[src/rtl/alu_ctrl_pkg.sv]
// Shared types and constants for the ALU issue arbiter.
// Opcode encodings, arbiter state and in-flight tracking entry.
package alu_ctrl_pkg;

    localparam logic [3:0] OP_ADD  = 4'b0000;
    localparam logic [3:0] OP_SUB  = 4'b0001;
    localparam logic [3:0] OP_AND  = 4'b0010;
    localparam logic [3:0] OP_OR   = 4'b0011;
    localparam logic [3:0] OP_XOR  = 4'b0100;
    localparam logic [3:0] OP_SLL  = 4'b0101;
    localparam logic [3:0] OP_SRL  = 4'b0110;
    localparam logic [3:0] OP_SRA  = 4'b0111;
    localparam logic [3:0] OP_SLT  = 4'b1000;
    localparam logic [3:0] OP_SLTU = 4'b1001;

    // Widest id (8 requesters) and tag the tracker can carry.
    localparam int ID_MAX_W  = 3;
    localparam int TAG_MAX_W = 16;

    typedef enum logic [1:0] {
        RUN,
        DRAIN,
        HOLD
    } arb_state_e;

    typedef struct packed {
        logic                 valid;
        logic [ID_MAX_W-1:0]  id;
        logic [TAG_MAX_W-1:0] tag;
    } inflight_t;

    function automatic int id_w(input int n);
        return (n <= 2) ? 1 : $clog2(n);
    endfunction

endpackage

[src/rtl/rr_arbiter.sv]
// Round-robin arbiter with an internal rotating priority pointer.
// Grants at most one requester per cycle when enabled.
module rr_arbiter
    import alu_ctrl_pkg::*;
#(
    parameter  int N  = 4,
    localparam int IW = id_w(N)
) (
    input  logic          clk,
    input  logic          rst,
    input  logic [N-1:0]  req,
    input  logic          en,
    output logic [N-1:0]  gnt,
    output logic [IW-1:0] gnt_id
);

    logic [IW-1:0] ptr;
    logic [IW:0]   cand;
    logic          found;

    // Scan upward from the pointer, wrapping, first valid wins.
    always_comb begin
        gnt    = '0;
        gnt_id = '0;
        found  = 1'b0;
        cand   = '0;
        for (int k = 0; k < N; k++) begin
            cand = {1'b0, ptr} + (IW+1)'(k);
            if (cand >= (IW+1)'(N)) begin
                cand = cand - (IW+1)'(N);
            end
            if (!found && en && req[cand[IW-1:0]]) begin
                found                = 1'b1;
                gnt[cand[IW-1:0]]    = 1'b1;
                gnt_id               = cand[IW-1:0];
            end
        end
    end

    // Move priority just past the winner; hold when idle.
    always_ff @(posedge clk) begin
        if (!rst) begin
            ptr <= '0;
        end else if (found) begin
            if (gnt_id == IW'(N - 1)) begin
                ptr <= '0;
            end else begin
                ptr <= gnt_id + 1'b1;
            end
        end
    end

endmodule

[src/rtl/alu_issue_arbiter.sv]
// Shares one alu64 between requesters with round-robin issue,
// tagged in-order responses and a flush/drain handshake.
module alu_issue_arbiter
    import alu_ctrl_pkg::*;
#(
    parameter int NUM_REQ = 4,
    parameter int ALU_LAT = 1,
    parameter int TAG_W   = 4
) (
    input  logic                       clk,
    input  logic                       rst,
    input  logic [NUM_REQ-1:0]         req_valid,
    output logic [NUM_REQ-1:0]         req_ready,
    input  logic [NUM_REQ*64-1:0]      req_op_a,
    input  logic [NUM_REQ*64-1:0]      req_op_b,
    input  logic [NUM_REQ*4-1:0]       req_opcode,
    input  logic [NUM_REQ*TAG_W-1:0]   req_tag,
    output logic                       alu_valid,
    output logic [63:0]                alu_op_a,
    output logic [63:0]                alu_op_b,
    output logic [3:0]                 alu_opcode,
    input  logic [63:0]                alu_result,
    output logic                       resp_valid,
    output logic [$clog2(NUM_REQ)-1:0] resp_id,
    output logic [TAG_W-1:0]           resp_tag,
    output logic [63:0]                resp_result,
    input  logic                       flush_req,
    output logic                       flush_done,
    output logic                       busy
);

    localparam int IW = id_w(NUM_REQ);
    localparam int CW = $clog2(ALU_LAT + 3);

    arb_state_e       state;
    arb_state_e       state_nx;
    logic             en;
    logic             issue;
    logic [NUM_REQ-1:0] gnt;
    logic [IW-1:0]    gnt_id;
    int               sel;
    logic [CW-1:0]    count;
    inflight_t        pipe [ALU_LAT+1];
    inflight_t        tail;
    logic             unused_bits;

    // Issue is only open in RUN with no flush pending and out of reset.
    assign en        = rst && (state == RUN) && !flush_req;
    assign req_ready = gnt;
    assign issue     = |gnt;
    assign sel       = int'(gnt_id);
    assign tail      = pipe[ALU_LAT];
    assign busy      = (count != '0);
    assign unused_bits = ^{tail.id, tail.tag};

    rr_arbiter #(
        .N (NUM_REQ)
    ) u_rr (
        .clk    (clk),
        .rst    (rst),
        .req    (req_valid),
        .en     (en),
        .gnt    (gnt),
        .gnt_id (gnt_id)
    );

    // Register the winning op into the ALU; data holds when idle.
    always_ff @(posedge clk) begin
        if (!rst) begin
            alu_valid  <= 1'b0;
            alu_op_a   <= '0;
            alu_op_b   <= '0;
            alu_opcode <= '0;
        end else begin
            alu_valid <= issue;
            if (issue) begin
                alu_op_a   <= req_op_a[sel*64 +: 64];
                alu_op_b   <= req_op_b[sel*64 +: 64];
                alu_opcode <= req_opcode[sel*4 +: 4];
            end
        end
    end

    // Owner/tag shift register running alongside the ALU pipeline.
    always_ff @(posedge clk) begin
        if (!rst) begin
            for (int k = 0; k <= ALU_LAT; k++) begin
                pipe[k] <= '0;
            end
        end else begin
            pipe[0] <= '{
                valid: issue,
                id:    ID_MAX_W'(gnt_id),
                tag:   TAG_MAX_W'(req_tag[sel*TAG_W +: TAG_W])
            };
            for (int k = 1; k <= ALU_LAT; k++) begin
                pipe[k] <= pipe[k-1];
            end
        end
    end

    // Capture the ALU result with its owner when the tail is valid.
    always_ff @(posedge clk) begin
        if (!rst) begin
            resp_valid  <= 1'b0;
            resp_id     <= '0;
            resp_tag    <= '0;
            resp_result <= '0;
        end else begin
            resp_valid <= tail.valid;
            if (tail.valid) begin
                resp_id     <= tail.id[IW-1:0];
                resp_tag    <= tail.tag[TAG_W-1:0];
                resp_result <= alu_result;
            end
        end
    end

    // Ops between handshake and response.
    always_ff @(posedge clk) begin
        if (!rst) begin
            count <= '0;
        end else if (issue && !resp_valid) begin
            count <= count + 1'b1;
        end else if (!issue && resp_valid) begin
            count <= count - 1'b1;
        end
    end

    // Flush state register.
    always_ff @(posedge clk) begin
        if (!rst) begin
            state <= RUN;
        end else begin
            state <= state_nx;
        end
    end

    // Flush sequencing; flush_done marks the drained cycle.
    always_comb begin
        state_nx   = state;
        flush_done = 1'b0;
        unique case (state)
            RUN: begin
                if (flush_req) begin
                    state_nx = DRAIN;
                end
            end
            DRAIN: begin
                if (count == '0 && !resp_valid) begin
                    state_nx   = HOLD;
                    flush_done = 1'b1;
                end
            end
            HOLD: begin
                if (!flush_req) begin
                    state_nx = RUN;
                end
            end
            default: state_nx = RUN;
        endcase
    end

endmodule

[config.mk]
export PLATFORM = sky130hd
export DESIGN_NAME = alu_issue_arbiter
export DESIGN_NICKNAME = d
export VERILOG_FILES = /design/src/rtl/alu_ctrl_pkg.sv /design/src/rtl/rr_arbiter.sv /design/src/rtl/alu_issue_arbiter.sv
export SDC_FILE = /design/constraint.sdc
export NUM_CORES = 1
export LEC_CHECK = 0
export ABC_AREA = 1
export BUFFER_PORTS_ARGS = -buffer_cell sky130_fd_sc_hd__buf_2
export CAP_MARGIN = 20
export CORE_AREA = 2 2 323 325
export CTS_CLUSTER_SIZE = 8
export DETAILED_ROUTE_END_ITERATION = 10
export DIE_AREA = 0 0 325 327
export GPL_ROUTABILITY_DRIVEN = 0
export PLACE_DENSITY = 0.37
export SLEW_MARGIN = 0
export SYNTH_ARGS = -nofsm -noshare
export SYNTH_HDL_FRONTEND = slang
export SYNTH_SLANG_ARGS = --single-unit
[constraint.sdc]
create_clock -name clk -period 8.2 [get_ports clk]
set_input_delay 0.82 -clock clk [delete_from_list [all_inputs] [get_ports clk]]
set_output_delay 0.82 -clock clk [all_outputs]
set_load 0.1 [all_outputs]
==> flow_summary.yaml, run 1 <==
synthesis:
  synth-seq-cells: 223
  synth_most_common_cell: "nand2_1"
  netlist_area_um2: 15600
  yosysTopAreaCell: "dfxtp_1"
  synthTopCellsByCount: "nand2_1 (605), inv_1 (430), nand3_1 (412), nor2_1 (410), nand3b_1 (263)"
  syn_area_per_cell_um2: 5.86
  ys_types: 27
  async_flop_share_pct: 0
  ys_top_cells_by_area: "dfxtp_1 (29%), nand2_1 (15%), nand3_1 (13%), nand3b_1 (13%), inv_1 (10%)"
  synth_edf_count: 0
  synth_top_area_share_pct: 28.6
  ys.flop_type: "dfxtp_1"
  synth_fp_nets: 3290
  synth_warnings: 0
  synthCells: 2666
  ys_seq_area_share_pct: 28.6
timing:
  fin_ws_ns: 3.46
  slew_violations: 0
  tightest_slew_ns: 1.19
  relSlewSlack_pct: 20.8
  layout_min_cycle_time_ns: 4.74
  finalCritPeriodShare_pct: 57.8
  rsz0062_at_grt: "false"
  setup_tns_ns: 0
  max_freq_mhz: 211
  timing_hold_violations_final: 0
  finClkSkew_ns: 0.0133
  setup_viol: 0
worst_setup_path:
  path_max_fanout: 74
  crit_path_max_incr_delay_ns: 0.80
  worstPathCellList: "inv_2, ha_1, inv_1, nand3_1, nand2_2, nand4_2, o21ai_4, buf_4, buf_4, buf_4, nand3_1, nand3_1, nand2_1, nor2_1, nor2_1"
  start_kind: "flop"
  timing.critical_path.arrival_ns: 5.21
  end_kind: "flop"
  critPathKind: "reg2reg"
  cp.required_ns: 8.66
  cp_slowest_cell: "buf_4"
cts:
  cts_resized: 0
  cts_buffer_depth: 3
  post_cts_buffers: 0
  cts_root_buffer: "clkbuf_16"
  cts.sinks: 223
  clk_pin_slew_ns: 0.06
  htreeDepth: 2
  cts_made_buffers: 36
  worst_skew_pair.late_latency_ns: 0.56
  ctsHoldBuffers: 0
  cts_tree: "built"
routing:
  num_vias: 19300
  drtPass1Iterations: 5
  viasPerCell: 4.04
  drc_errors: 0
  postRouteAntennaNets: 0
  wl_um: 87400
  drt_iter0_drc: 1086
  wire_per_inst_um: 18.3
finish:
  multi_input_area_um2: 8670
  seq_area_um2: 4470
  utilization_pct: 21.3
  drive_gt1_share_pct: 27.2
  final_nets: 3975
  area_growth_pct: 40.4
  stdcell_area_um2: 21900
  fill_cells: 12200
global_route:
  met2_usage_pct: 25.4
  grt_pass1_vias: 18800
  met3_usage_pct: 5.60
  antenna_found_initial: 45
  gr-max-usage-layer: "met2"
  use_met1_pct: 19.4
  overflow: 0
  grt_usage_pct: 15.8
  grt_pass1_wl_um: 127000
  grt_start_max_net_pins: 155
die:
  rows: 118
  dieArea_um2: 106000
  boundaryPins: 825
  die_h_um: 327
  core_area_um2: 103000
  dieWidth_um: 325
  start_util_pct: 15.2
pwr:
  leakage_nw: 12.7
  peakVddDrop_v: 0.000190
  p_per_area_nw_per_um2: 381
placed_design:
  postPlaceCellArea_um2: 20800
  dp_slack_ns: 3.17
  port_buffers: 824
  dp_hpwl_um: 64200
run:
  drv_cap: 0
status:
  status: "complete, no violations"
hold_path:
  hp-class: "reg2reg"
==> final timing paths <==
kind,from,slack (ns),cells after the start,to
worst max register to register,u_rr.ptr[0],3.46,15,alu_op_b[22]
worst min register to register,pipe[0][3],0.41,2,pipe[0][23]
worst min-delay path,pipe[0][3],0.41,2,pipe[0][23]
worst max-delay path,u_rr.ptr[0],3.46,15,alu_op_b[22]
==> sequential cells by signal, summed over array words and instances, names as in the netlist <==
signal	cells
u_rr.ptr	2
resp_id	2
resp_result	64
alu_op_b	64
resp_tag	4
resp_valid	1
alu_opcode	4
count	2
state	2
alu_op_a	64
pipe	14
==> kinds of logic after synthesis <==
| kind of cell | Yosys count | synth area share, % |
|---|---|---|
| AND/OR/NAND/NOR | 1710 | 51.3 |
| AO/OA/AOI/OAI | 91 | 3.07 |
| flip-flops | 223 | 28.6 |
| buffers and inverters | 633 | 16.4 |
| adder cells (fa/ha/maj) | 9 | 0.721 |
==> worst max-delay path, delay by kind of cell, from the launching register on <==
| kind | cells | cell delay, ns |
|---|---|---|
| simple gates | 8 | 0.98 |
| buf+inv | 5 | 2.22 |
| compound gates | 1 | 0.24 |
| flops | 1 | 0.59 |
| fa+ha+maj | 1 | 0.40 |
==> routing by layer <==
metal / vias up / part of all wire, %
li1: 9598 / -
met1: 8782 / 42
met2: 706 / 46
met3: 138 / 8.9
met4: 40 / 2.9
met5: - / 0.26
==> cells in the final DEF, fill, tap and decap left out, drive strengths merged <==
cell / n
diode: 20
inv: 437
a211oi: 1
clkbuf: 46
clkinv: 2
nand4: 1
a21oi: 8
nor2: 416
o211ai: 4
nand2: 612
nor3: 2
o21bai: 1
ha: 9
dfxtp: 223
a31oi: 1
nand3: 416
o21ai: 76
buf: 844
nand3b: 263
bufinv: 3
==> cell type report <==
cell class | count | area share, %
diodes | 20 | 0.228
clock buffers | 45 | 4.31
clock inverters | 7 | 0.639
inverters | 435 | 7.44
multi-input cells | 1810 | 39.5
flip-flops and latches | 223 | 20.4
well taps | 1380 | 7.87
repair buffers | 845 | 19.7
==> through the flow <==
stage                     hold slack [ns]  instances  power (mW)
after floorplan                     0.390       2666        5.59
after detailed placement            0.396       4693        6.99
final                               0.407       4765        8.36
after global placement              0.394       4693        6.99
after CTS                           0.408       4745        8.55
after global routing                0.431       4756        9.02
==> where the power goes <==
group          total, mW  internal, mW  switching [mW]  leakage, nW
clock               1.49         0.903           0.588        0.528
combinational       5.43          1.26            4.17         10.4
sequential          1.44          1.33           0.110         1.83
total               8.36          3.49            4.87         12.7
Note: power is estimated with default switching activity, not from simulation.
==> inputs of run 2 (changes only) <==
--- a/config.mk
+++ b/config.mk
@@ -8,12 +8,12 @@
 export ABC_AREA = 1
 export BUFFER_PORTS_ARGS = -buffer_cell sky130_fd_sc_hd__buf_2
 export CAP_MARGIN = 20
-export CORE_AREA = 2 2 323 325
+export CORE_AREA = 2 2 322 324
 export CTS_CLUSTER_SIZE = 8
 export DETAILED_ROUTE_END_ITERATION = 10
-export DIE_AREA = 0 0 325 327
+export DIE_AREA = 0 0 324 326
 export GPL_ROUTABILITY_DRIVEN = 0
-export PLACE_DENSITY = 0.37
+export PLACE_DENSITY = 0.38
 export SLEW_MARGIN = 0
 export SYNTH_ARGS = -nofsm -noshare
 export SYNTH_HDL_FRONTEND = slang
==> constraint.sdc (replaced) <==
create_clock -name clk -period 3.82 [get_ports clk]
set_input_delay 0.382 -clock clk [delete_from_list [all_inputs] [get_ports clk]]
set_output_delay 0.382 -clock clk [all_outputs]
set_load 0.1 [all_outputs]
==> flow_summary.yaml, run 2 (synthesis gave the netlist of run 1 again) <==
placed_design:
  dp_hpwl_um: 64100
  postPlaceCellArea_um2: 21400
  port_buffers: 824
worst_setup_path:
  critPathKind: "reg2out"
  worstPathCellList: "inv_1, ha_1, inv_1, nand3_1, nand2_2, nand3_1, nor2_2, nand2_1, nand3_2, buf_2"
  end_kind: "output port"
  cp_slowest_cell: "dfxtp_1"
  start_kind: "flop"
  critPathBufInv: 3
  crit_path_max_incr_delay_ns: 0.54
  cp.required_ns: 3.44
  timing.critical_path.arrival_ns: 3.18
  path_max_fanout: 10
  cp_top_family: "simple AND/OR/NAND/NOR gates"
cts:
  cts_buffer_depth: 3
  cts.sinks: 223
  worst_skew_pair.late_latency_ns: 0.55
  cts_root_buffer: "clkbuf_16"
  cts_tree: "built"
  clk_pin_slew_ns: 0.05
  cts_made_buffers: 36
  htreeDepth: 2
routing:
  drtPass1Iterations: 5
  viasPerCell: 3.99
  drt_iter0_drc: 1065
  postRouteAntennaNets: 0
  drc_errors: 0
  num_vias: 19200
  wl_um: 85400
  wire_per_inst_um: 17.8
die:
  rows: 118
  start_util_pct: 15.2
  core_area_um2: 103000
  die_h_um: 326
  dieArea_um2: 106000
  dieWidth_um: 324
  boundaryPins: 825
global_route:
  grt_pass1_wl_um: 121000
  grt_start_max_net_pins: 145
  grt_pass1_vias: 18700
  overflow: 0
  grt_usage_pct: 15.2
  antenna_found_initial: 30
timing:
  layout_min_cycle_time_ns: 3.56
  slew_violations: 0
  relSlewSlack_pct: 38.9
  rsz0062_at_grt: "false"
  max_freq_mhz: 281
  holdWs_ns: 0.0582
  finClkSkew_ns: 0.0174
  finalCritPeriodShare_pct: 93.3
  timing_hold_violations_final: 0
  setup_tns_ns: 0
  setup_viol: 0
  tightest_slew_ns: 0.916
pwr:
  peakVddDrop_v: 0.000541
  finalPower_mw: 18.5
  power.share.switching_pct: 57.2
  p_clk_share_pct: 16.9
  p_per_area_nw_per_um2: 819
  p_int_mw: 7.90
  seqPwrFrac_pct: 16.8
  leakage_nw: 13.0
  p_sw_mw: 10.6
  share_comb_of_total_power_pct: 66.3
finish:
  final_nets: 4029
  area_growth_pct: 44.2
  fill_cells: 12100
  final_common_cell: "buf_2"
  multi_input_area_um2: 8690
  seq_area_um2: 4470
  largestRegisters: "alu_op_a (64), alu_op_b (64), resp_result (64)"
  final_cell_mix: "buf_2 (823), nand2_1 (604), inv_1 (430)"
  stdcell_area_um2: 22500
  drive_gt1_share_pct: 28.3
run:
  drv_cap: 0
hold_path:
  hp-class: "in2reg"
status:
  status: "complete, no violations"
==> run 2: changes by cell type in the layout (fill, tap and decap cells not counted), moves of 2 or more <==
cell | before | now
dlygate4sd3_1 | 0 | 4
diode_2 | 20 | 11
buf_12 | 2 | 20
bufinv_16 | 3 | 1
buf_4 | 19 | 49
clkbuf_8 | 2 | 5
nand2_4 | 0 | 2
==> run 2: tightest hold or removal path, stage by stage <==
cell,delay (ns)
buf_2,0.07
nor2_1,0.03
nor2_1,0.08
==> run 2: routing by layer <==
layer | track usage, % | wire length (µm) | up-vias
met5 | 0 | 142 | -
met4 | 4.48 | 2010 | 22
met3 | 4.21 | 6660 | 114
met2 | 25.7 | 40400 | 646
met1 | 18.6 | 36200 | 8711
li1 | - | - | 9693
==> run 2: power by group through the flow <==
stage,clock [mW],sequential [mW],combinational (mW)
after detailed placement,0,3.15,12.3
after global routing,3.32,3.16,13.4
after floorplan,0,6.22,5.79
after global placement,0,3.14,12.4
after CTS,3.27,3.10,12.4
final,3.11,3.10,12.3
==> run 2: final cells by class <==
| cell class | instances | share of cell area, % |
|---|---|---|
| Tap cell | 1380 | 7.66 |
| Timing Repair Buffer | 897 | 21.9 |
| Sequential cell | 223 | 19.8 |
| Clock inverter | 4 | 0.333 |
| Antenna cell | 11 | 0.122 |
| Multi-Input combinational cell | 1812 | 38.6 |
| Inverter | 435 | 7.24 |
| Clock buffer | 47 | 4.36 |
==> run 2: final timing paths <==
kind | depth (start not counted) | slack, ns | start | to
worst min register to register | 2 | 0.41 | pipe[0][1] | pipe[0][21]
worst max-delay path | 10 | 0.26 | u_rr.ptr[1] | req_ready[1]
worst min-delay path | 3 | 0.06 | alu_result[40] | resp_result[40]
worst max register to register | 15 | 0.32 | u_rr.ptr[1] | alu_op_b[28]
==> run 2: what timing repair did <==
item	in CTS	in global routing
endpoints found under the hold margin	4	0
hold buffers	4	0
endpoints found under the setup margin	0	1
resized for setup	0	1
buffers inserted	0	2
==> run 2: stage by stage <==
stage	setup WS, ns	util [%]	cells
2_1_floorplan	0.213	-	2666
3_3_place_gp	0.362	20.8	4739
3_5_place_dp	0.327	20.8	4739
4_1_cts	0.230	21.9	4794
5_1_grt	0.0153	22.0	4805
6_report	0.257	22.0	4809
